==> src/rtl/mp1_imem_loader_if.sv <==
// Byte-stream loader bundle: command/receive inputs plus instruction-memory
// write port and processor-reset/status outputs.
interface mp1_imem_loader_if #(
    parameter int unsigned ADDR_W = 6
) ();
    logic              start;
    logic              rx_valid;
    logic [7:0]        rx_data;
    logic              imem_we;
    logic [ADDR_W-1:0] imem_addr;
    logic [31:0]       imem_wdata;
    logic              cpu_rst;
    logic              busy;
    logic              done;
    logic              err;

    modport master (
        output start, rx_valid, rx_data,
        input  imem_we, imem_addr, imem_wdata, cpu_rst, busy, done, err
    );

    modport slave (
        input  start, rx_valid, rx_data,
        output imem_we, imem_addr, imem_wdata, cpu_rst, busy, done, err
    );
endinterface

==> src/rtl/mp1_imem_loader.sv <==
// Loads a framed byte stream (HDR, N, 4*N MSB-first word bytes, XOR checksum)
// into instruction memory and holds the processor in reset until a good frame lands.
module mp1_imem_loader #(
    parameter int unsigned ADDR_W = 6,
    parameter logic [7:0]  HDR    = 8'hA5
) (
    input  logic MCLK,
    input  logic RST,
    mp1_imem_loader_if.slave bus
);
    localparam int unsigned DEPTH = 2 ** ADDR_W;

    typedef enum logic [2:0] {
        S_IDLE     = 3'd0,
        S_WAIT_HDR = 3'd1,
        S_LEN      = 3'd2,
        S_DATA     = 3'd3,
        S_CSUM     = 3'd4,
        S_DONE     = 3'd5,
        S_ERR      = 3'd6
    } state_t;

    state_t            r_state;
    logic [ADDR_W-1:0] r_widx;
    logic [ADDR_W-1:0] r_last;
    logic [1:0]        r_bcnt;
    logic [7:0]        r_csum;
    logic [23:0]       r_word;
    logic              r_we;
    logic [ADDR_W-1:0] r_addr;
    logic [31:0]       r_wdata;
    logic              r_cpu_rst;
    logic              r_busy;
    logic              r_done;
    logic              r_err;

    state_t            w_state_nxt;
    logic [ADDR_W-1:0] w_widx_nxt;
    logic [ADDR_W-1:0] w_last_nxt;
    logic [1:0]        w_bcnt_nxt;
    logic [7:0]        w_csum_nxt;
    logic [23:0]       w_word_nxt;
    logic              w_we_nxt;
    logic [ADDR_W-1:0] w_addr_nxt;
    logic [31:0]       w_wdata_nxt;
    logic              w_cpu_rst_nxt;
    logic              w_busy_nxt;
    logic              w_done_nxt;
    logic              w_err_nxt;

    logic              w_len_bad;
    logic              w_word_end;
    logic [31:0]       w_word_shift;

    // Length byte must describe 1..DEPTH words.
    assign w_len_bad    = (bus.rx_data == 8'd0) || (32'(bus.rx_data) > DEPTH);
    assign w_word_end   = (r_bcnt == 2'd3);
    assign w_word_shift = {r_word, bus.rx_data};

    // State and datapath registers.
    always_ff @(posedge MCLK or negedge RST) begin
        if (!RST) begin
            r_state   <= S_IDLE;
            r_widx    <= '0;
            r_last    <= '0;
            r_bcnt    <= 2'd0;
            r_csum    <= 8'd0;
            r_word    <= 24'd0;
            r_we      <= 1'b0;
            r_addr    <= '0;
            r_wdata   <= 32'd0;
            r_cpu_rst <= 1'b1;
            r_busy    <= 1'b0;
            r_done    <= 1'b0;
            r_err     <= 1'b0;
        end else begin
            r_state   <= w_state_nxt;
            r_widx    <= w_widx_nxt;
            r_last    <= w_last_nxt;
            r_bcnt    <= w_bcnt_nxt;
            r_csum    <= w_csum_nxt;
            r_word    <= w_word_nxt;
            r_we      <= w_we_nxt;
            r_addr    <= w_addr_nxt;
            r_wdata   <= w_wdata_nxt;
            r_cpu_rst <= w_cpu_rst_nxt;
            r_busy    <= w_busy_nxt;
            r_done    <= w_done_nxt;
            r_err     <= w_err_nxt;
        end
    end

    // Next-state logic; start only matters in the resting states.
    always_comb begin
        w_state_nxt = r_state;
        case (r_state)
            S_IDLE, S_DONE, S_ERR: begin
                if (bus.start) w_state_nxt = S_WAIT_HDR;
            end
            S_WAIT_HDR: begin
                if (bus.rx_valid && (bus.rx_data == HDR)) w_state_nxt = S_LEN;
            end
            S_LEN: begin
                if (bus.rx_valid) w_state_nxt = w_len_bad ? S_ERR : S_DATA;
            end
            S_DATA: begin
                if (bus.rx_valid && w_word_end && (r_widx == r_last)) w_state_nxt = S_CSUM;
            end
            S_CSUM: begin
                if (bus.rx_valid) w_state_nxt = (bus.rx_data == r_csum) ? S_DONE : S_ERR;
            end
            default: w_state_nxt = S_IDLE;
        endcase
    end

    // Datapath and status next values.
    always_comb begin
        w_widx_nxt  = r_widx;
        w_last_nxt  = r_last;
        w_bcnt_nxt  = r_bcnt;
        w_csum_nxt  = r_csum;
        w_word_nxt  = r_word;
        w_we_nxt    = 1'b0;
        w_addr_nxt  = r_addr;
        w_wdata_nxt = r_wdata;

        case (r_state)
            S_LEN: begin
                if (bus.rx_valid && !w_len_bad) begin
                    w_widx_nxt = '0;
                    w_last_nxt = ADDR_W'(32'(bus.rx_data) - 32'd1);
                    w_bcnt_nxt = 2'd0;
                    w_csum_nxt = 8'd0;
                    w_word_nxt = 24'd0;
                end
            end
            S_DATA: begin
                if (bus.rx_valid) begin
                    w_csum_nxt = r_csum ^ bus.rx_data;
                    w_word_nxt = w_word_shift[23:0];
                    w_bcnt_nxt = r_bcnt + 2'd1;
                    if (w_word_end) begin
                        w_we_nxt    = 1'b1;
                        w_addr_nxt  = r_widx;
                        w_wdata_nxt = w_word_shift;
                        if (r_widx != r_last) w_widx_nxt = r_widx + ADDR_W'(1);
                    end
                end
            end
            default: ;
        endcase

        // Status flags track the state being entered so they change on the same edge.
        w_busy_nxt    = (w_state_nxt == S_WAIT_HDR) || (w_state_nxt == S_LEN) ||
                        (w_state_nxt == S_DATA)     || (w_state_nxt == S_CSUM);
        w_done_nxt    = (w_state_nxt == S_DONE);
        w_err_nxt     = (w_state_nxt == S_ERR);
        w_cpu_rst_nxt = (w_state_nxt != S_DONE);
    end

    assign bus.imem_we    = r_we;
    assign bus.imem_addr  = r_addr;
    assign bus.imem_wdata = r_wdata;
    assign bus.cpu_rst    = r_cpu_rst;
    assign bus.busy       = r_busy;
    assign bus.done       = r_done;
    assign bus.err        = r_err;
endmodule

==> src/flat_wrapper.sv <==
// flat-port wrapper written by rule: the top's interface ports become plain ports
module mp1_imem_loader_flat 
#(
    parameter int unsigned ADDR_W = 6,
    parameter logic [7:0]  HDR    = 8'hA5
)
  (MCLK, RST, bus_start, bus_rx_valid, bus_rx_data, bus_imem_we, bus_imem_addr, bus_imem_wdata, bus_cpu_rst, bus_busy, bus_done, bus_err);
  mp1_imem_loader_if #(.ADDR_W(ADDR_W)) bus_i ();
  input  logic MCLK;
  input  logic RST;
  input wire logic [$bits(bus_i.start)-1:0] bus_start;
  input wire logic [$bits(bus_i.rx_valid)-1:0] bus_rx_valid;
  input wire logic [$bits(bus_i.rx_data)-1:0] bus_rx_data;
  output wire logic [$bits(bus_i.imem_we)-1:0] bus_imem_we;
  output wire logic [$bits(bus_i.imem_addr)-1:0] bus_imem_addr;
  output wire logic [$bits(bus_i.imem_wdata)-1:0] bus_imem_wdata;
  output wire logic [$bits(bus_i.cpu_rst)-1:0] bus_cpu_rst;
  output wire logic [$bits(bus_i.busy)-1:0] bus_busy;
  output wire logic [$bits(bus_i.done)-1:0] bus_done;
  output wire logic [$bits(bus_i.err)-1:0] bus_err;
  assign bus_i.start = bus_start;
  assign bus_i.rx_valid = bus_rx_valid;
  assign bus_i.rx_data = bus_rx_data;
  assign bus_imem_we = bus_i.imem_we;
  assign bus_imem_addr = bus_i.imem_addr;
  assign bus_imem_wdata = bus_i.imem_wdata;
  assign bus_cpu_rst = bus_i.cpu_rst;
  assign bus_busy = bus_i.busy;
  assign bus_done = bus_i.done;
  assign bus_err = bus_i.err;
  mp1_imem_loader #(.ADDR_W(ADDR_W), .HDR(HDR)) u_core (.MCLK(MCLK), .RST(RST), .bus(bus_i));
endmodule
==> config.mk <==
export PLATFORM = sky130hd
export DESIGN_NAME = mp1_imem_loader_flat
export DESIGN_NICKNAME = d
export VERILOG_FILES = /design/src/rtl/mp1_imem_loader_if.sv /design/src/rtl/mp1_imem_loader.sv /design/src/flat_wrapper.sv
export SDC_FILE = /design/constraint.sdc
export NUM_CORES = 1
export LEC_CHECK = 0
export ABC_AREA = 1
export CORE_UTILIZATION = 55
export DETAILED_ROUTE_END_ITERATION = 8
export MAX_ROUTING_LAYER = met4
export PLACE_DENSITY = 0.82
export SLEW_MARGIN = 20
export SYNTH_ARGS = -nofsm -noshare
export SYNTH_HDL_FRONTEND = slang
export SYNTH_SLANG_ARGS = --single-unit
==> constraint.sdc <==
create_clock -name MCLK -period 1.9 [get_ports MCLK]
set_clock_uncertainty 0.2 [all_clocks]
set_input_delay 0.38 -clock MCLK [delete_from_list [all_inputs] [get_ports MCLK]]
set_output_delay 0.38 -clock MCLK [all_outputs]
set_load 0.02 [all_outputs]
# [Word-level counts from Yosys, hierarchy flattened]
# Cells that the tools add are included.
[classes] n_addsub=3 mul=0 n_div=0 magnitude_cmp=1 n_eq_ne=22 shifts=0 muxes=25 bitwise=1 reduce_logical=17
[ops] cell="$mux W24" n=2
[ops] cell="$pmux W24 S2" n=1
[ops] cell="$mux W6" n=4
[ops] cell="$eq A3 B3 Y1 const B" n=6
[ops] cell="$mux W3" n=6
[ops] cell="$mux W8" n=2
[ops] cell="$pmux W8 S2" n=1
[ops] cell="$pmux W3 S5" n=1
[ops] cell="$eq A3 B2 Y1 const B" n=4
[ops] cell="$pmux W6 S2" n=1
[ops] cell="$eq A8 B8 Y1" n=1
[ops] cell="$eq A8 B8 Y1 const B" n=1
[ops] cell="$gt A8 B7 Y1 const B" n=1
[ops] cell="$logic_not A8 Y1" n=1
[ops] cell="$xor A8 B8 Y8" n=1
[ops] cell="$add A6 B1 Y6 const B" n=1
[ops] cell="$eq A3 B1 Y1 const B" n=2
[ops] cell="$eq A6 B6 Y1" n=1
[ops] cell="$mux W2" n=3
[ops] cell="$ne A2 B1 Y1 const B" n=3
[ops] cell="$ne A6 B6 Y1" n=1
[ops] cell="$reduce_and A3 Y1" n=2
[ops] cell="$sub A6 B1 Y6 const B" n=1
[ops] cell="$reduce_and A5 Y1" n=1
[ops] cell="other kinds (13)" n=21
[word_totals] regBits=92 latchBits=0 ram_bits=0 rom_bits=0 inputBits=12 word_cells=82 mem_count=0

# [Logic depth before layout (Yosys ltp)]
[logic_depth] word_depth=9 mapped_depth=14 mapped_depth_nobuf=14

# [Worst setup path before layout]
# No wires, ideal clock.
[synth_timing] path_type="input -> register" from="input port bus_rx_data[1]" to="register u_core.r_word[15]" t_arrival_ns=1.594 t_required_ns=1.581 slack_ns=-0.013 stages=13 n_path_buf=2 cell_sequence="inv_1 ha_1 nand2_2 nor2_4 nand2_1 nand2_1 nand3_2 nand3_4 nand2_4 buf_8 buf_6 nand3_1 o21ai_2"
[synth_between] elab_chain_cells=6 elab_cells_between_ends=7 classes_between="order compare: 1; eq/ne: 1; reduce/logical: 5"
[synth_rtl] element="from (decl)" line="flat_wrapper.sv:13" source="input wire logic [$bits(bus_i.rx_data)-1:0] bus_rx_data;"
[synth_rtl] element="$gt A8 B7 Y1 or $logic_not A8 Y1 (tied branches)" line="mp1_imem_loader.sv:56" source="assign w_len_bad = (bus.rx_data == 8'd0) || (32'(bus.rx_data) > DEPTH);"
[synth_rtl] element="$logic_or A1 B1 Y1 (*)" line="mp1_imem_loader.sv:56"
[synth_rtl] element="$logic_not A1 Y1 (*)" line="mp1_imem_loader.sv:129" source="if (bus.rx_valid && !w_len_bad) begin"
[synth_rtl] element="$logic_and A1 B1 Y1 (*)" line="mp1_imem_loader.sv:129"
[synth_rtl] element="$ne A2 B1 Y1 (no line) (*)"
[synth_rtl] element="$reduce_and A3 Y1 (no line) (*)"
[synth_rtl] element="to (signal assigned)" line="mp1_imem_loader.sv:82" source="r_word <= w_word_nxt;"
[synth_rtl] element="to (decl)" line="mp1_imem_loader.sv:28" source="logic [23:0] r_word;"
# Every way passes the cells marked *; elsewhere a longest branch is shown, timed or not.
# A chain may end at the register's enable or synchronous reset.

# [Worst setup path in the final report]
[layout_timing] from="register u_core.r_err, in the netlist u_core.bus.err" to="output port bus_err"
[layout_lines] element="from (decl)" line="mp1_imem_loader.sv:35" source="logic r_err;"
[layout_lines] element="from (signal assigned)" line="mp1_imem_loader.sv:89" source="r_err <= w_err_nxt;"
[layout_lines] element="to (decl)" line="flat_wrapper.sv:20" source="output wire logic [$bits(bus_i.err)-1:0] bus_err;"
# No word-level cell between the ends.

==> metrics <==
status=finished, final reports clean; Leakage=2.79 nW; Final Slew Violations=0; Detail Placement HPWL=6.86 mm; TritonCTS clock tree=done; Cell Area, Synth=4270 sq um; Distinct cells, synth=34; CP startpoint kind=flop; Core Util, Final=0.745; Cell Chain, Critical Path=clkdlybuf4s50_1; RR Endpoint=u_core.r_widx[1]; number of clock sinks=92; initial antenna violation count=0; share of cells above drive strength 1=0.214; part of the power in the clock network=0.233; Rel. slew slack=0.712; gr ovfl total=0; clock-pin slew on the worst setup and hold paths=0.09 ns; drt wl/cell=14.8 microns; sequential power share=0.470; Mean Syn Cell Area=a little under 9 sq um; DRC viols=0; Initial Util=0.580; grt met2 use=0.441; area leader, netlist=dfrtp_1; clock latency on the worst-skew pair=between 0.3 and 0.4 ns; async set-or-reset flop fraction in the synthesized netlist=1.00; Worst R2R Path Depth=11; n_diodes=0; minimum clock period=1.85 ns; P_sw=~0.002 W; router iterations before antenna repair=5; max_cap viols=0; hold crit path type=in -> reg; met1 Resource Use GR=0.350; Synth Register Bits=slightly above 90; Post-Syn Nets=503; htree depth=3; CP bufs+invs=1; synthesized instance count=a little under 500; WP data required=1.32 ns; CTS Buf Count=9; Worst path top cell family by delay=buffers and inverters; CTS root buf=clkbuf_8; Vias/cell=5.39; post-synthesis sequential area ratio=0.539; GP Congestion=0.935; number of global-route vias before repair=3,649; largest net degree at the start of global routing=52; Port Buffers=54; Die H=between 90 and 100 microns; core area=7370 sq um; final setup fails=0; sw frac=0.357; clock tree buffer depth=2; Crit Path Class=reg -> out; fmax=~0.54 GHz; worst IR drop on VDD=0.593 mV; CP Max Fanout=1; TNS Setup=0 ns; Logic pwr share=0.297; drt first-iter violations=266; Routed WL=around 10 mm; critical path arrival=1.27 ns; Hold Vio Cnt, Final=0; Top Usage Layer GRT=met2; synth-to-layout area growth=28.4%; CP max-delay cell=clkdlybuf4s50_1; CP max stage delay=0.59 ns; Slew @ Worst Pin=~0.43 ns; I/O pin count=55; Nets=600; Die W=90.2 microns; power per cell area=1030 nW/um^2; RSZ-0062 raised after global routing=true; hold wc startpoint=bus_rx_data[0]; Int Pwr=0.00364 W; met3 Use GR=0.0398; critical path endpoint category=output pin; Yosys top cell area share=0.533; YS warnings=0; launch point of the worst reg-to-reg path=u_core.r_state[1]; num rows=31; first-pass GRT wire length=17.1 mm; global-route usage over all layers=0.273; Total Die Area=roughly 8100 sq um; Worst Hold Depth=3; number of flops mapped to enable cells by yosys=0; flop2flop setup slack=0.08 ns; ys flop type=dfrtp_1; vias=3,705; period utilization=0.976; post-route ant nets=0; synth top area cells=dfrtp_1, nand2_1, inv_1; hold path endpoint=u_core.r_last[0]
through the flow:
step / cells / power (W) / instance area [sq um] / setup WS (ns) / hold WS (ns)
global placement: 663 / 0.00411 / 5140 / -0.542 / 0.132
global route: 687 / 0.00598 / 5490 / -0.0133 / 0.225
floorplan: 487 / 0.00368 / 4280 / 0.0163 / -0.116
detailed placement: 663 / 0.00423 / 5140 / -0.655 / 0.139
CTS: 682 / 0.00559 / 5390 / 0.000434 / 0.288
finish: 687 / 0.00566 / 5490 / 0.0456 / 0.221
kinds of logic (layout without fill, tap and decap cells):
logic type / after synthesis / after routing / synth area share
buffers and inverters: 88 / 189 / 0.0951
xor gates and xnor gates: 6 / 6 / 0.0123
AOI/OAI and AO/OA: 95 / 95 / 0.124
adders and majority gates: 4 / 4 / 0.0117
DFF: 92 / 92 / 0.539
and+or+nand+nor: 202 / 202 / 0.218
worst max path at each step:
stage / start / end / slack [ns] / cells past startpoint
floorplan: bus_rx_data[0] / u_core.r_word[15] / 0.02 / 13
global placement: bus_rx_data[0] / u_core.r_widx[0] / -0.54 / 12
detailed placement: bus_rx_data[0] / u_core.r_widx[0] / -0.66 / 12
CTS: u_core.bus.imem_wdata[30] / bus_imem_wdata[30] / 0.0004 / 1
global route: bus_rx_data[1] / u_core.r_widx[0] / -0.01 / 14
finish: u_core.bus.err / bus_err / 0.05 / 1
sequential cells by signal, indices dropped and copies added (netlist names):
name,cells
u_core.bus.imem_wdata,32
u_core.bus.busy,1
u_core.r_state,3
u_core.r_word,24
u_core.bus.err,1
u_core.bus.imem_we,1
u_core.r_widx,6
u_core.r_csum,8
u_core.bus.cpu_rst,1
u_core.bus.done,1
u_core.bus.imem_addr,6
u_core.r_bcnt,2
u_core.r_last,6
synthesized netlist by cell type, types with 2 or more instances:
| cell type | n |
|---|---|
| buf_6 | 2 |
| inv_2 | 3 |
| buf_4 | 2 |
| nor2_4 | 2 |
| nor2_2 | 3 |
| o21ai_0 | 45 |
| a21oi_1 | 8 |
| o21ai_2 | 13 |
| nand3_1 | 23 |
| nand3_2 | 10 |
| nand4_1 | 10 |
| nor2_1 | 10 |
| nand2_1 | 134 |
| dfrtp_1 | 91 |
| xor2_1 | 5 |
| buf_2 | 11 |
| nor3_1 | 4 |
| inv_1 | 63 |
| clkbuf_1 | 3 |
| buf_8 | 2 |
| o21ai_1 | 27 |
| ha_1 | 4 |
power groups by stage:
stage	Clock [W]	Combinational, W	Sequential (W)
2_1_floorplan	0	0.00102	0.00267
3_3_place_gp	0	0.00147	0.00265
5_1_grt	0.00141	0.00187	0.00270
6_report	0.00132	0.00168	0.00266
4_1_cts	0.00134	0.00161	0.00264
3_5_place_dp	0	0.00155	0.00268
layout by cell type (no fill, tap or decap), types with 2 or more instances in the layout:
cell and instances:
ha_1 3, a21oi_2 2, buf_12 4, inv_2 9, o21ai_2 15, o21ai_1 27, o21ai_0 43, nand2_8 2
nor3_1 3, nor2_1 9, buf_4 46, xor2_1 5, inv_6 2, nor2_2 4, dfrtp_1 90, dlygate4sd2_1 43
inv_1 57, dlymetal6s2s_1 4, nand3_1 22, clkbuf_8 9, a21oi_1 6, nand3_2 11, nand2_1 129, buf_6 3
nor2_4 2, clkdlybuf4s50_1 4, nand4_1 10, nand2_2 5
per-layer routing:
layer	wire length, microns	share of wire	vias up
li1	-	-	1757
met1	4290	0.42	1793
met2	5200	0.51	128
met3	456	0.045	27
met4	228	0.022	0
met5	0	0	-
area by class of cell:
cell class / instances / area [sq um]
clock inverters: 6 / 71.3
multi-input cells: 307 / 1640
fillers: 569 / 1880
well taps: 99 / 124
flip-flops and latches: 92 / 2300
clock buffers: 9 / 124
inverters: 66 / 248
repair buffers: 108 / 978
what timing repair did:
item | CTS | global route
resized for setup | 57 | 23
hold endpoints to repair | 26 | 0
gates cloned | 1 | 0
hold buffers | 1 | 0
pin swaps | 4 | 8
buffers inserted | 2 | 5
setup endpoints to repair | 82 | 42
Power figures use the tool's default switching activity.
